--- config.mk ---
export PLATFORM = sky130hd
export DESIGN_NAME = vending_money_accumulator_flat
export DESIGN_NICKNAME = d
export VERILOG_FILES = /design/src/rtl/vending_money_accumulator_if.sv /design/src/rtl/vending_money_accumulator.sv /design/src/flat_wrapper.sv
export SDC_FILE = /design/constraint.sdc
export NUM_CORES = 1
export LEC_CHECK = 0
export CAP_MARGIN = 20
export CORE_UTILIZATION = 35
export CTS_CLUSTER_DIAMETER = 60
export CTS_CLUSTER_SIZE = 30
export DETAILED_ROUTE_END_ITERATION = 7
export PLACE_DENSITY = 0.48
export SYNTH_ARGS = -nofsm -noshare
export SYNTH_HDL_FRONTEND = slang
export SYNTH_SLANG_ARGS = --single-unit
export TNS_END_PERCENT = 30
--- constraint.sdc ---
create_clock -name clk -period 7.3 [get_ports clk]
set_clock_uncertainty 0.1 [all_clocks]
set_input_delay 1.46 -clock clk [delete_from_list [all_inputs] [get_ports clk]]
set_output_delay 1.46 -clock clk [all_outputs]
set_load 0.01 [all_outputs]
--- src/rtl/vending_money_accumulator_if.sv ---
// Button inputs and credit/status outputs of the vending money accumulator.
// master: panel side (drives buttons); slave: accumulator (drives credit/flags).
interface vending_money_accumulator_if;
    logic [2:0] coin_btn;
    logic [3:0] item_btn;
    logic       return_btn;
    logic [7:0] display_money_binary;
    logic [3:0] vend_item;
    logic       change_valid;
    logic [7:0] change_amount;
    logic       coin_reject;
    logic       insufficient;
    logic       busy;

    modport master (
        output coin_btn, item_btn, return_btn,
        input  display_money_binary, vend_item, change_valid,
        input  change_amount, coin_reject, insufficient, busy
    );

    modport slave (
        input  coin_btn, item_btn, return_btn,
        output display_money_binary, vend_item, change_valid,
        output change_amount, coin_reject, insufficient, busy
    );
endinterface

--- src/rtl/vending_money_accumulator.sv ---
// Vending front end: debounces buttons, keeps credit, vends and returns change.
// Ports: clk, rst (active-low sync), bus (slave: buttons in, credit/flags out).
module vending_money_accumulator #(
    parameter int DEB_TICK    = 50000,
    parameter int HOLD_CYCLES = 1000,
    parameter int MAX_MONEY   = 99,
    parameter int PRICE0      = 5,
    parameter int PRICE1      = 8,
    parameter int PRICE2      = 12,
    parameter int PRICE3      = 15
) (
    input  logic clk,
    input  logic rst,
    vending_money_accumulator_if.slave bus
);

    localparam int TW = $clog2(DEB_TICK);
    localparam int HW = $clog2(HOLD_CYCLES + 1);
    localparam logic [TW-1:0] TICK_LAST = TW'(DEB_TICK - 1);
    localparam logic [HW-1:0] HOLD_LAST = HW'(HOLD_CYCLES - 1);
    localparam logic [8:0]    MAX9      = 9'(MAX_MONEY);

    typedef enum logic [1:0] {
        S_IDLE,
        S_VEND,
        S_RETURN
    } state_t;

    // Bit order: [7]=return, [6:3]=item, [2:0]=coin.
    logic [7:0]    raw;
    logic [7:0]    sync1;
    logic [7:0]    sync2;
    logic [7:0]    samp_prev;
    logic [7:0]    samp_cur;
    logic [7:0]    deb;
    logic [7:0]    deb_d;
    logic [7:0]    press;
    logic [TW-1:0] tick;

    assign raw   = {bus.return_btn, bus.item_btn, bus.coin_btn};
    assign press = deb & ~deb_d;

    always_ff @(posedge clk) begin
        if (!rst) begin
            sync1     <= '0;
            sync2     <= '0;
            samp_prev <= '0;
            samp_cur  <= '0;
            deb       <= '0;
            deb_d     <= '0;
            tick      <= '0;
        end else begin
            sync1 <= raw;
            sync2 <= sync1;
            // Agreeing samples set the level; disagreeing ones keep it.
            deb   <= (samp_cur & samp_prev) | (deb & (samp_cur | samp_prev));
            deb_d <= deb;
            if (tick == TICK_LAST) begin
                tick      <= '0;
                samp_prev <= samp_cur;
                samp_cur  <= sync2;
            end else begin
                tick <= tick + 1'b1;
            end
        end
    end

    logic       ev_ret;
    logic       ev_item;
    logic [1:0] item_idx;
    logic       ev_coin;
    logic [7:0] coin_val;
    logic [7:0] price;

    always_comb begin
        ev_ret   = 1'b0;
        ev_item  = 1'b0;
        item_idx = 2'd0;
        ev_coin  = 1'b0;
        coin_val = 8'd0;
        if (press[7]) begin
            ev_ret = 1'b1;
        end else if (|press[6:3]) begin
            ev_item = 1'b1;
            if (press[3])      item_idx = 2'd0;
            else if (press[4]) item_idx = 2'd1;
            else if (press[5]) item_idx = 2'd2;
            else               item_idx = 2'd3;
        end else if (|press[2:0]) begin
            ev_coin = 1'b1;
            if (press[0])      coin_val = 8'd1;
            else if (press[1]) coin_val = 8'd5;
            else               coin_val = 8'd10;
        end
    end

    always_comb begin
        price = 8'(PRICE0);
        unique case (item_idx)
            2'd0: price = 8'(PRICE0);
            2'd1: price = 8'(PRICE1);
            2'd2: price = 8'(PRICE2);
            2'd3: price = 8'(PRICE3);
            default: price = 8'(PRICE0);
        endcase
    end

    state_t        state;
    state_t        state_n;
    logic [HW-1:0] hold;
    logic [HW-1:0] hold_n;
    logic [7:0]    money;
    logic [7:0]    money_n;
    logic [3:0]    vend;
    logic [3:0]    vend_n;
    logic          chg_valid;
    logic          chg_valid_n;
    logic [7:0]    chg_amount;
    logic [7:0]    chg_amount_n;
    logic          reject;
    logic          reject_n;
    logic          short_credit;
    logic          short_credit_n;
    logic          busy_r;
    logic          busy_n;
    logic [8:0]    sum9;

    // Nine bits so a coin on top of high credit cannot wrap.
    assign sum9 = {1'b0, money} + {1'b0, coin_val};

    always_ff @(posedge clk) begin
        if (!rst) begin
            state        <= S_IDLE;
            hold         <= '0;
            money        <= '0;
            vend         <= '0;
            chg_valid    <= 1'b0;
            chg_amount   <= '0;
            reject       <= 1'b0;
            short_credit <= 1'b0;
            busy_r       <= 1'b0;
        end else begin
            state        <= state_n;
            hold         <= hold_n;
            money        <= money_n;
            vend         <= vend_n;
            chg_valid    <= chg_valid_n;
            chg_amount   <= chg_amount_n;
            reject       <= reject_n;
            short_credit <= short_credit_n;
            busy_r       <= busy_n;
        end
    end

    always_comb begin
        state_n        = state;
        hold_n         = hold;
        money_n        = money;
        vend_n         = vend;
        chg_valid_n    = 1'b0;
        chg_amount_n   = chg_amount;
        reject_n       = 1'b0;
        short_credit_n = 1'b0;
        unique case (state)
            S_IDLE: begin
                if (ev_ret) begin
                    chg_amount_n = money;
                    chg_valid_n  = 1'b1;
                    money_n      = '0;
                    hold_n       = '0;
                    state_n      = S_RETURN;
                end else if (ev_item) begin
                    if (money >= price) begin
                        money_n = money - price;
                        vend_n  = 4'b0001 << item_idx;
                        hold_n  = '0;
                        state_n = S_VEND;
                    end else begin
                        short_credit_n = 1'b1;
                    end
                end else if (ev_coin) begin
                    if (sum9 <= MAX9) money_n = sum9[7:0];
                    else              reject_n = 1'b1;
                end
            end
            S_VEND, S_RETURN: begin
                // Events arriving here are dropped on purpose.
                if (hold == HOLD_LAST) begin
                    state_n = S_IDLE;
                    vend_n  = '0;
                end else begin
                    hold_n = hold + 1'b1;
                end
            end
            default: begin
                state_n = S_IDLE;
                vend_n  = '0;
            end
        endcase
        busy_n = (state_n != S_IDLE);
    end

    assign bus.display_money_binary = money;
    assign bus.vend_item            = vend;
    assign bus.change_valid         = chg_valid;
    assign bus.change_amount        = chg_amount;
    assign bus.coin_reject          = reject;
    assign bus.insufficient         = short_credit;
    assign bus.busy                 = busy_r;

endmodule

--- src/flat_wrapper.sv ---
// flat-port wrapper written by rule: the top's interface ports become plain ports
module vending_money_accumulator_flat 
#(
    parameter int DEB_TICK    = 50000,
    parameter int HOLD_CYCLES = 1000,
    parameter int MAX_MONEY   = 99,
    parameter int PRICE0      = 5,
    parameter int PRICE1      = 8,
    parameter int PRICE2      = 12,
    parameter int PRICE3      = 15
)
  (clk, rst, bus_coin_btn, bus_item_btn, bus_return_btn, bus_display_money_binary, bus_vend_item, bus_change_valid, bus_change_amount, bus_coin_reject, bus_insufficient, bus_busy);
  vending_money_accumulator_if bus_i ();
  input  logic clk;
  input  logic rst;
  input wire logic [$bits(bus_i.coin_btn)-1:0] bus_coin_btn;
  input wire logic [$bits(bus_i.item_btn)-1:0] bus_item_btn;
  input wire logic [$bits(bus_i.return_btn)-1:0] bus_return_btn;
  output wire logic [$bits(bus_i.display_money_binary)-1:0] bus_display_money_binary;
  output wire logic [$bits(bus_i.vend_item)-1:0] bus_vend_item;
  output wire logic [$bits(bus_i.change_valid)-1:0] bus_change_valid;
  output wire logic [$bits(bus_i.change_amount)-1:0] bus_change_amount;
  output wire logic [$bits(bus_i.coin_reject)-1:0] bus_coin_reject;
  output wire logic [$bits(bus_i.insufficient)-1:0] bus_insufficient;
  output wire logic [$bits(bus_i.busy)-1:0] bus_busy;
  assign bus_i.coin_btn = bus_coin_btn;
  assign bus_i.item_btn = bus_item_btn;
  assign bus_i.return_btn = bus_return_btn;
  assign bus_display_money_binary = bus_i.display_money_binary;
  assign bus_vend_item = bus_i.vend_item;
  assign bus_change_valid = bus_i.change_valid;
  assign bus_change_amount = bus_i.change_amount;
  assign bus_coin_reject = bus_i.coin_reject;
  assign bus_insufficient = bus_i.insufficient;
  assign bus_busy = bus_i.busy;
  vending_money_accumulator #(.DEB_TICK(DEB_TICK), .HOLD_CYCLES(HOLD_CYCLES), .MAX_MONEY(MAX_MONEY), .PRICE0(PRICE0), .PRICE1(PRICE1), .PRICE2(PRICE2), .PRICE3(PRICE3)) u_core (.clk(clk), .rst(rst), .bus(bus_i));
endmodule
==> results.tsv <==
metric	value	unit
largest net degree at the start of global routing	48	
fillcell total	1341	
I/O pin cnt	34	
GRT Total Usage	16.3	%
first-pass GRT wire length	16.5	mm
initial antenna violation count	0	
power share of the combinational group	1.8	%
worst rel slew slack	29.0	%
DRC	0	
Pint	837	uW
drt first-iter violations	205	
Final ANT Viol Nets	0	
mapped cell area	4510	um2
Clock Path Buffers	2	
n_diodes	0	
area of the multi-input gates	2360	um2
most common cell after layout, fill and taps aside	dfxtp_1	
unrepaired setup endpoints after global routing	no	
worst r2r path cells	16	
# port buffers	33	
Setup Buffers After CTS	0	
post-CTS resize count	0	
arrival time worst endpoint	4980	ps
number of synthesized flops with an enable pin	0	
Synth cell types	57	
Critical Path Source	u_core.deb[5]	
TritonCTS Buffers	9	
Slew Limit Fails	0	
vias in the first global route	3284	
largest fanout on the critical path	7	
most frequent cells in the layout	100 x dfxtp_1, 66 x nor2_1, 39 x nand2_1	
power share of the clock group	46.5	%
clock slew at reported path FFs	70	ps
Post-synth ARST share	0	%
drt wl/cell	14.2	um
total grt overflow	0	
Fin Setup TNS	0	ps
Die Span Y	116	um
Leak	0.00213	uW
routed vias	3550	
sequential cell area fraction in the yosys report	44.4	%
pwr dens	201	nW/um2
Hold/Removal Path Class	reg2reg	
Util after Layout	42.0	%
#FFs+latches synth	100	
Crit Reg-Reg Endpoint	u_core.bus.display_money_binary[6]	
core area	12600	um2
Synth-to-Final Area Change	17.6	%
Crit path required time	7400	ps
starting density of the core	35.8	%
FF/Latch Area	2000	um2
PnR Total Power	1070	uW
Tmin final	4880	ps
register share of total power	51.7	%
Worst setup SP type	flop	
die extent in x	116	um
drt via density	5.03	
cts hold-fix bufs	0	
Post-Syn Nets	533	
Post-Syn Area per Cell	8.95	um2
Clk Latency, worst-skew pair	350	ps
fmax	205	MHz
DP Cell Count	689	
GP Congestion	0.906	
Setup crit end	u_core.bus.display_money_binary[6]	
peak supply drop	0.0000977	V
Post-Layout Cell Count	706	
reg2reg start	u_core.deb[5]	
Worst-Margin Slew	1050	ps
Final Hold Fails	0	
yosys warns	0	
final wirelength	10.0	mm
fin nets	558	
max-cap check violation count	0	
router iterations before antenna repair	5	
Site Rows	41	
Setup crit end kind	flop	
setup violators final	0	
share of layout cells above drive strength 1	5.24	%
sw power	231	uW
clk sink count	100	
Syn Inst Count	504	
HPWL Detailed	7.01	mm
clk root buf	clkbuf_16	
Final period util	66.8	%
Sw Share	21.6	%
outcome	completed	
critical path type	reg2reg	
CTS H-tree lvls	3	
CTS tree	built	
die area	13400	um2
reg2reg setup slack	2420	ps
Main synth FF type	dfxtp_1	
Yosys cell counts, drive strengths merged (2+ instances only):
| master | n | area [um2] |
|---|---|---|
| nor4b | 2 | 17.5 |
| or2 | 3 | 18.8 |
| a211oi | 5 | 37.5 |
| or3 | 5 | 31.3 |
| nand2b | 6 | 37.5 |
| buf | 7 | 35.0 |
| o211ai | 3 | 22.5 |
| nor4 | 5 | 31.3 |
| and2 | 24 | 150 |
| o22a | 2 | 17.5 |
| mux2i | 22 | 220 |
| nor2 | 67 | 254 |
| nand2 | 39 | 146 |
| nand4b | 2 | 17.5 |
| fa | 2 | 40.0 |
| a2111oi | 4 | 72.6 |
| nor2b | 11 | 68.8 |
| xor2 | 7 | 61.3 |
| dfxtp | 100 | 2000 |
| o21a | 5 | 37.5 |
| a22oi | 7 | 52.6 |
| clkbuf | 15 | 56.3 |
| nor3 | 15 | 75.1 |
| a221o | 2 | 20.0 |
| a21o | 5 | 37.5 |
| a211o | 2 | 18.8 |
| o32ai | 3 | 26.3 |
| nand3 | 17 | 85.1 |
| nand4 | 5 | 31.3 |
| o21ai | 20 | 100 |
| and3 | 4 | 25.0 |
| inv | 16 | 60.1 |
| xnor2 | 14 | 123 |
| nand3b | 3 | 22.5 |
| a21oi | 23 | 115 |
| ha | 17 | 213 |
logic make-up (layout without fill, tap and decap cells):
kind of cell	count (synthesis)	count (layout)	share of synthesized area, %
AND/OR/NAND/NOR	212	212	23.2
XOR/XNOR	21	21	4.08
multiplexers	22	22	4.88
flip-flops	100	100	44.4
buffers and inverters	38	68	3.35
AO/OA/AOI/OAI	92	92	14.6
adder cells (fa/ha/maj)	19	19	5.60
metal layers:
metal,global-route usage [%],share of wire [%]
met1,21.2,48
met2,25.7,46
met3,3.19,3.1
met4,8.31,2.5
met5,0,0
power by group through the flow:
| stage | Sequential [uW] | Combinational [uW] | Clock, uW |
|---|---|---|---|
| finish | 552 | 19.3 | 496 |
| global route | 553 | 22.2 | 535 |
| CTS | 552 | 19.9 | 512 |
| detailed placement | 565 | 19.8 | 0 |
| global placement | 565 | 19.7 | 0 |
| floorplan | 565 | 11.5 | 0 |
final cells by class:
type | count | area share [%]
timing repair buffer | 36 | 6.79
clock buffer | 10 | 4.50
sequential | 100 | 37.7
tap | 172 | 4.06
clock inverter | 6 | 1.32
inverter | 16 | 1.13
multi-input combinational | 366 | 44.5
through the flow:
step	setup slack [ps]	instance area [um2]	hold WS (ps)
5_1_grt	2010	5310	343
3_3_place_gp	2720	4980	315
3_5_place_dp	2480	4980	317
4_1_cts	2490	5290	334
6_report	2420	5310	333
2_1_floorplan	3230	4510	312
how the worst min path moves through the flow:
stage | start | end | slack, ps | cells after the start
final | u_core.sync1[7] | u_core.sync2[7] | 330 | 1
after global routing | u_core.sync1[4] | u_core.sync2[4] | 340 | 1
after CTS | u_core.sync1[3] | u_core.sync2[3] | 330 | 1
after detailed placement | u_core.sync1[3] | u_core.sync2[3] | 320 | 1
after global placement | u_core.sync1[2] | u_core.sync2[2] | 310 | 1
after floorplan | u_core.sync1[0] | u_core.sync2[0] | 310 | 1
sequential cells by signal (all words and copies together) (netlist names):
signal / cells
u_core.tick: 16
u_core.hold: 10
u_core.bus.change_amount: 8
u_core.bus.display_money_binary: 8
u_core.deb: 8
u_core.deb_d: 8
u_core.samp_cur: 8
u_core.samp_prev: 8
u_core.sync1: 8
u_core.sync2: 8
u_core.bus.vend_item: 4
u_core.state: 2
u_core.bus.busy: 1
u_core.bus.change_valid: 1
u_core.bus.coin_reject: 1
u_core.bus.insufficient: 1
critical path, stage by stage (launching register included):
cell and delay (ps):
dfxtp_1 340, nor2b_1 150, nor4_1 780, nor2_1 250
o211ai_1 240, ha_1 290, inv_1 60, ha_1 160
inv_1 60, fa_1 400, a21o_1 200, a21boi_0 330
nand2_1 120, o21ai_1 610, nor2_1 250, nor2_2 260
o32ai_1 120
Note: power is estimated with default switching activity, not from simulation.
